==> src/rtl/regfile_write_arbiter_pkg.sv <==
// Shared types and constants for the two-port register-file write arbiter.
// Holds the FSM encoding, register index names and datapath widths.
package regfile_write_arbiter_pkg;

  localparam int DATA_W   = 16;
  localparam int ADDR_W   = 2;
  localparam int NUM_REGS = 4;

  localparam logic [ADDR_W-1:0] REG_A = 2'd0;
  localparam logic [ADDR_W-1:0] REG_B = 2'd1;
  localparam logic [ADDR_W-1:0] REG_C = 2'd2;
  localparam logic [ADDR_W-1:0] REG_D = 2'd3;

  typedef enum logic [1:0] {
    ST_IDLE  = 2'b00,
    ST_ISSUE = 2'b01,
    ST_ACK   = 2'b10
  } state_e;

  typedef enum logic {
    PORT_ALU = 1'b0,
    PORT_LD  = 1'b1
  } port_e;

  typedef struct packed {
    logic [ADDR_W-1:0] dest;
    logic [DATA_W-1:0] data;
  } wr_req_t;

  function automatic logic [NUM_REGS-1:0] dest_onehot(input logic [ADDR_W-1:0] dest);
    dest_onehot       = '0;
    dest_onehot[dest] = 1'b1;
  endfunction

endpackage

==> src/rtl/regfile_req_buffer.sv <==
// Single-entry holding buffer for one requester; ready is simply "not full".
// The arbiter clears the entry on the edge that ends its ISSUE cycle.
module regfile_req_buffer
  import regfile_write_arbiter_pkg::*;
(
  input  logic    i_clk,
  input  logic    i_rst_n,
  input  logic    i_valid,
  output logic    o_ready,
  input  wr_req_t i_req,
  input  logic    i_clr,
  output logic    o_full,
  output wr_req_t o_req,
  output logic    o_capture
);

  logic    r_full;
  wr_req_t r_req;
  logic    w_capture;

  assign w_capture = i_valid & ~r_full;

  always_ff @(posedge i_clk or negedge i_rst_n) begin
    if (!i_rst_n) begin
      r_full <= 1'b0;
    end else if (w_capture) begin
      r_full <= 1'b1;
    end else if (i_clr) begin
      r_full <= 1'b0;
    end
  end

  // NOTE: the payload has no reset; it is meaningless unless r_full is set,
  // so resetting it would only add reset fan-out.
  always_ff @(posedge i_clk) begin
    if (w_capture) begin
      r_req <= i_req;
    end
  end

  assign o_ready   = ~r_full;
  assign o_full    = r_full;
  assign o_req     = r_req;
  assign o_capture = w_capture;

endmodule

==> src/rtl/regfile_write_arbiter.sv <==
// Arbitrates ALU and load-unit writes onto a single register-file write port,
// keeping per-register write order and flagging missing acknowledges.
module regfile_write_arbiter
  import regfile_write_arbiter_pkg::*;
#(
  parameter int ACK_TIMEOUT = 4
) (
  input  logic                i_clk,
  input  logic                i_rst_n,
  input  logic                i_alu_valid,
  output logic                o_alu_ready,
  input  logic [ADDR_W-1:0]   i_alu_dest,
  input  logic [DATA_W-1:0]   i_alu_data,
  input  logic                i_ld_valid,
  output logic                o_ld_ready,
  input  logic [ADDR_W-1:0]   i_ld_dest,
  input  logic [DATA_W-1:0]   i_ld_data,
  output logic                o_wr_enable,
  output logic [ADDR_W-1:0]   o_wr_addr,
  output logic [DATA_W-1:0]   o_wr_data,
  input  logic                i_wr_done,
  output logic [NUM_REGS-1:0] o_pending,
  output logic                o_ack_error
);

  localparam logic [3:0] LP_ACK_LAST = 4'(ACK_TIMEOUT - 1);

  state_e            r_state;
  port_e             r_winner;
  port_e             r_rr_ptr;
  logic              r_alu_age;
  logic              r_ld_age;
  logic [3:0]        r_ack_cnt;
  logic              r_wr_en;
  logic [ADDR_W-1:0] r_wr_addr;
  logic [DATA_W-1:0] r_wr_data;
  logic              r_ack_error;

  wr_req_t w_alu_in, w_ld_in, w_alu_req, w_ld_req, w_grant_req;
  logic    w_alu_full, w_ld_full, w_alu_cap, w_ld_cap, w_alu_clr, w_ld_clr;
  logic    w_grant_valid, w_launch;
  port_e   w_winner;

  assign w_alu_in  = '{dest: i_alu_dest, data: i_alu_data};
  assign w_ld_in   = '{dest: i_ld_dest,  data: i_ld_data};
  assign w_alu_clr = (r_state == ST_ISSUE) && (r_winner == PORT_ALU);
  assign w_ld_clr  = (r_state == ST_ISSUE) && (r_winner == PORT_LD);

  regfile_req_buffer u_alu_buf (
    .i_clk     (i_clk),
    .i_rst_n   (i_rst_n),
    .i_valid   (i_alu_valid),
    .o_ready   (o_alu_ready),
    .i_req     (w_alu_in),
    .i_clr     (w_alu_clr),
    .o_full    (w_alu_full),
    .o_req     (w_alu_req),
    .o_capture (w_alu_cap)
  );

  regfile_req_buffer u_ld_buf (
    .i_clk     (i_clk),
    .i_rst_n   (i_rst_n),
    .i_valid   (i_ld_valid),
    .o_ready   (o_ld_ready),
    .i_req     (w_ld_in),
    .i_clr     (w_ld_clr),
    .o_full    (w_ld_full),
    .o_req     (w_ld_req),
    .o_capture (w_ld_cap)
  );

  // Age bit marks the younger entry; it drops once the other buffer drains so
  // two resident entries can never both claim to be younger.
  always_ff @(posedge i_clk or negedge i_rst_n) begin
    if (!i_rst_n) begin
      r_alu_age <= 1'b0;
      r_ld_age  <= 1'b0;
    end else begin
      if (w_alu_clr)     r_alu_age <= 1'b0;
      else if (w_alu_cap) r_alu_age <= w_ld_full & ~w_ld_clr;
      else if (w_ld_clr)  r_alu_age <= 1'b0;

      if (w_ld_clr)      r_ld_age <= 1'b0;
      else if (w_ld_cap)  r_ld_age <= w_alu_full & ~w_alu_clr;
      else if (w_alu_clr) r_ld_age <= 1'b0;
    end
  end

  always_comb begin
    // NOTE: every output of this block gets a default first, so no path can
    // leave a value unassigned and infer a latch.
    w_grant_valid = w_alu_full | w_ld_full;
    w_winner      = PORT_ALU;
    if (w_alu_full && w_ld_full) begin
      if (w_alu_req.dest == w_ld_req.dest) begin
        w_winner = (r_alu_age && !r_ld_age) ? PORT_LD : PORT_ALU;
      end else begin
        w_winner = r_rr_ptr;
      end
    end else if (w_ld_full) begin
      w_winner = PORT_LD;
    end
    w_grant_req = (w_winner == PORT_ALU) ? w_alu_req : w_ld_req;
  end

  // An acknowledged ACK launches the next grant directly, giving one write
  // every two cycles under back-to-back load.
  assign w_launch = w_grant_valid &&
                    ((r_state == ST_IDLE) || ((r_state == ST_ACK) && i_wr_done));

  always_ff @(posedge i_clk or negedge i_rst_n) begin
    if (!i_rst_n) begin
      r_state     <= ST_IDLE;
      r_winner    <= PORT_ALU;
      r_rr_ptr    <= PORT_ALU;
      r_ack_cnt   <= '0;
      r_wr_en     <= 1'b0;
      r_wr_addr   <= REG_A;
      r_wr_data   <= '0;
      r_ack_error <= 1'b0;
    end else begin
      r_wr_en <= 1'b0;
      if (w_launch) begin
        r_state   <= ST_ISSUE;
        r_wr_en   <= 1'b1;
        r_wr_addr <= w_grant_req.dest;
        r_wr_data <= w_grant_req.data;
        r_winner  <= w_winner;
        r_rr_ptr  <= (w_winner == PORT_ALU) ? PORT_LD : PORT_ALU;
      end else begin
        case (r_state)
          ST_IDLE: r_state <= ST_IDLE;
          ST_ISSUE: begin
            r_state   <= ST_ACK;
            r_ack_cnt <= '0;
          end
          ST_ACK: begin
            if (i_wr_done) begin
              r_state <= ST_IDLE;
            end else if (r_ack_cnt == LP_ACK_LAST) begin
              r_ack_error <= 1'b1;
              r_state     <= ST_IDLE;
            end else begin
              r_ack_cnt <= r_ack_cnt + 4'd1;
            end
          end
          default: r_state <= ST_IDLE;
        endcase
      end
    end
  end

  always_comb begin
    o_pending = '0;
    if (w_alu_full)          o_pending = o_pending | dest_onehot(w_alu_req.dest);
    if (w_ld_full)           o_pending = o_pending | dest_onehot(w_ld_req.dest);
    if (r_state != ST_IDLE)  o_pending = o_pending | dest_onehot(r_wr_addr);
  end

  assign o_wr_enable = r_wr_en;
  assign o_wr_addr   = r_wr_addr;
  assign o_wr_data   = r_wr_data;
  assign o_ack_error = r_ack_error;

endmodule

==> config.mk <==
export PLATFORM = sky130hd
export DESIGN_NAME = regfile_write_arbiter
export DESIGN_NICKNAME = d
export VERILOG_FILES = /design/src/rtl/regfile_write_arbiter_pkg.sv /design/src/rtl/regfile_req_buffer.sv /design/src/rtl/regfile_write_arbiter.sv
export SDC_FILE = /design/constraint.sdc
export NUM_CORES = 1
export LEC_CHECK = 0
export ABC_AREA = 0
export BUFFER_PORTS_ARGS = -buffer_cell sky130_fd_sc_hd__buf_2
export CAP_MARGIN = 30
export CELL_PAD_IN_SITES_DETAIL_PLACEMENT = 1
export CELL_PAD_IN_SITES_GLOBAL_PLACEMENT = 2
export CORE_MARGIN = 2
export CORE_UTILIZATION = 31
export CTS_BUF_LIST = sky130_fd_sc_hd__clkbuf_16
export DETAILED_ROUTE_END_ITERATION = 7
export PLACE_DENSITY = 0.77
export SYNTH_ARGS = -nofsm -noshare
export SYNTH_HDL_FRONTEND = slang
export SYNTH_SLANG_ARGS = --single-unit
==> constraint.sdc <==
create_clock -name i_clk -period 1.8 [get_ports i_clk]
set_input_delay 0.27 -clock i_clk [delete_from_list [all_inputs] [get_ports i_clk]]
set_output_delay 0.27 -clock i_clk [all_outputs]
set_load 0.01 [all_outputs]
==> results.sh <==
export IMPL_cts_sinks=68
export IMPL_outcome="finished clean"
export IMPL_via_per_inst=4.56
export IMPL_drive_gt1_frac=0.432
export IMPL_ys_seq_elements=68
export IMPL_finalSetupViolCount=0
export IMPL_cpPeakStageDelay_ps=400
export IMPL_synth_ff_type="edfxtp_1"
export IMPL_max_freq_mhz=566
export IMPL_synthCells=214
export IMPL_startpoint_type="flip-flop"
export IMPL_worstSetupPathType="flip-flop to output port"
export IMPL_drt_iter0_drc=106
export IMPL_r2r_slack_ps=60
export IMPL_worst_pin_slew_ps=782
export IMPL_p_leak_nw=1.77
export IMPL_ys_seq_area_frac=0.680
export IMPL_syn_area_per_cell_um2=12.9
export IMPL_rsz0062_at_grt="true"
export IMPL_clkSlewWorstSetupHoldPaths_ps=60
export IMPL_preCtsSetupSlack_ps=-81.9
export IMPL_drc=0
export IMPL_min_period_ps=1770
export IMPL_dieWidth_um=98.5
export IMPL_ioPinCount=67
export IMPL_path_cells="buf_6 -> inv_4 -> or3_4 -> o311ai_4 -> buf_2"
export IMPL_numCtsBuffers=9
export IMPL_path_max_fanout=3
export IMPL_worst_skew_pair_late_latency_ps=330
export IMPL_start_util=0.319
export IMPL_worst_ir_drop_vdd_uv=551
export IMPL_root_buffer="clkbuf_16"
export IMPL_syn_num_nets=256
export IMPL_wl_per_cell_um=16.0
export IMPL_grt_usage=0.145
export IMPL_whs_ps=13.1
export IMPL_p_per_area_mw_per_mm2=1820
export IMPL_grt_pass1_wl_mm=10.7
export IMPL_p_comb_frac=0.397
export IMPL_cts_htree_levels=3
export IMPL_dp_hpwl_mm=4.56
export IMPL_grt_overflow=0
export IMPL_fin_skew_ps=5.54
export IMPL_clk_path_buf_depth=2
export IMPL_use_met2=0.260
export IMPL_ys_warnings_count=0
export IMPL_async_flop_share=0.471
export IMPL_swShare=0.355
export IMPL_finalHoldViolCount=0
export IMPL_nNetsFinal=352
export IMPL_diodes=0
export IMPL_grt_max_degree=33
export IMPL_fin_cells=423
export IMPL_core_mm2=0.00868
export IMPL_met3_usage=0.0440
export IMPL_dp_cells=401
export IMPL_vias=1930
export IMPL_dr_pass1_iters=4
export IMPL_io_buffers=66
export IMPL_intPower_mw=4.49
export IMPL_ant_nets=0
export IMPL_hold_path_class="input port to asynchronous set/reset pin"
export IMPL_routed_wl_mm=6.78
export IMPL_antenna_found_initial=0
export IMPL_syn_area_mm2=0.00277
export IMPL_clkPwrFrac=0.254
export IMPL_crit_arrival_ps=1500
export IMPL_synth_cell_types=34
export IMPL_first_global_vias=2123
export IMPL_met1_usage=0.163
export IMPL_drv_slew=0
export IMPL_place_gp_congestion=0.787
export IMPL_slowest_stage="edfxtp_1"
export IMPL_cts_tree="yes"
export IMPL_slew_headroom=0.479
export IMPL_switching_power_mw=2.47
export IMPL_fp_dieArea_mm2=0.00970
export IMPL_drv_cap=0
export IMPL_rows=34
export IMPL_setup_ws_ps=31.7
export IMPL_crit_path_end_kind="output port"
export IMPL_cp_data_required_time_ps=1530
export IMPL_die_y_um=98.5
export IMPL_area_delta_synth_final_pct=38.0
export IMPL_seqPwrFrac=0.349
export IMPL_synth_edf_count=36
export IMPL_top_usage_layer="met2"
export IMPL_finalCritPeriodShare=0.982
cell usage after synthesis, types with 3 or more instances:
cell / number / area (um2)
dfrtp_1: 32 / 801
nand2_1: 29 / 109
xnor2_1: 3 / 26.3
o211ai_1: 3 / 22.5
nand2b_1: 3 / 18.8
inv_1: 45 / 169
nor2_1: 9 / 33.8
edfxtp_1: 36 / 1080
o221ai_2: 9 / 135
clkbuf_1: 3 / 11.3
o21ai_0: 3 / 15.0
o221ai_1: 10 / 87.6
worst max-delay path: cells and delay by family (launching register included):
family                 cells  cell delay (ps)
AO/OA/AOI/OAI              1               60
AND/OR/NAND/NOR            1              370
flip-flops                 1              400
buffers and inverters      3              330
path summary, 6_finish.rpt:
| kind | cells after the start | startpoint | to |
|---|---|---|---|
| max | 5 | u_ld_buf.o_req[17] | o_pending[2] |
| min | 1 | i_rst_n | o_wr_data[7] |
| max reg2reg | 5 | u_alu_buf.o_req[17] | o_wr_data[6] |
| min reg2reg | 1 | o_ack_error | o_ack_error |
| max in group asynchronous | 1 | i_rst_n | u_alu_buf.o_full |
| min in group i_clk | 1 | i_alu_data[14] | u_alu_buf.o_req[14] |
sequential cells by signal (all words and copies together) (netlist names):
| name | flops |
|---|---|
| o_wr_enable | 1 |
| u_alu_buf.o_req | 18 |
| o_wr_addr | 2 |
| r_state | 2 |
| r_rr_ptr | 1 |
| r_ack_cnt | 4 |
| o_wr_data | 16 |
| u_ld_buf.o_req | 18 |
| r_ld_age | 1 |
| u_alu_buf.o_full | 1 |
| r_winner | 1 |
| u_ld_buf.o_full | 1 |
| r_alu_age | 1 |
| o_ack_error | 1 |
stage by stage:
stage | cell area (um2) | util | TNS (ps) | total power, mW
finish | 3820 | 0.440 | 0 | 6.96
global route | 3820 | 0.440 | -77.1 | 7.40
CTS | 3700 | 0.426 | 0 | 6.82
detailed placement | 3370 | 0.388 | -598 | 4.99
global placement | 3370 | 0.388 | 0 | 4.88
floorplan | 2770 | - | 0 | 3.91
power by group through the flow:
stage | clock (mW) | combinational [mW] | sequential (mW)
2_1_floorplan | 0 | 1.38 | 2.54
3_3_place_gp | 0 | 2.43 | 2.45
3_5_place_dp | 0 | 2.52 | 2.46
4_1_cts | 1.81 | 2.56 | 2.45
5_1_grt | 1.86 | 3.05 | 2.49
6_report | 1.76 | 2.77 | 2.43
area by class of cell:
| class | instances | area [um2] |
|---|---|---|
| tap | 108 | 135 |
| multi-input combinational | 95 | 762 |
| clock buffer | 9 | 225 |
| clock inverter | 7 | 76.3 |
| timing repair buffer | 91 | 567 |
| sequential | 68 | 1880 |
| fill | 960 | 4860 |
| inverter | 45 | 171 |
cells in the final DEF, fill, tap and decap left out, types with 2 or more instances in the layout:
cell and count:
buf_12 3, nor3b_1 2, nand2b_1 3, buf_6 3
o211ai_1 3, o311ai_4 2, mux2i_1 2, a21oi_1 2
nand3_1 2, o221ai_2 16, nand2_1 28, o221ai_1 3
nor2_1 9, clkbuf_16 9, clkinv_4 3, inv_1 44
xnor2_2 2, dfrtp_1 31, buf_4 19, edfxtp_1 36
o21ai_0 2, buf_2 66
routing by layer:
metal  part of all wire  vias up
li1                   -      931
met1               0.41      952
met3              0.041       11
met4              0.014        0
met2               0.54       36
met5                  0        -
logic make-up (layout without fill, tap and decap cells):
family	count (synthesis)	in the layout	share of synthesized area
flops	68	68	0.680
simple gates	54	54	0.0882
buf+inv	51	152	0.0791
compound gates	34	34	0.128
xor+xnor	4	4	0.0127
mux	2	2	0.00723
fa+ha+maj	1	1	0.00452
timing repair:
item,4_1_cts,5_1_grt
hold buffers,0,0
setup endpoints to repair,18,13
resized for setup,6,17
setup buffers,1,5
pin swaps,0,2
endpoints found under the hold margin,0,0
Power figures use the tool's default switching activity.
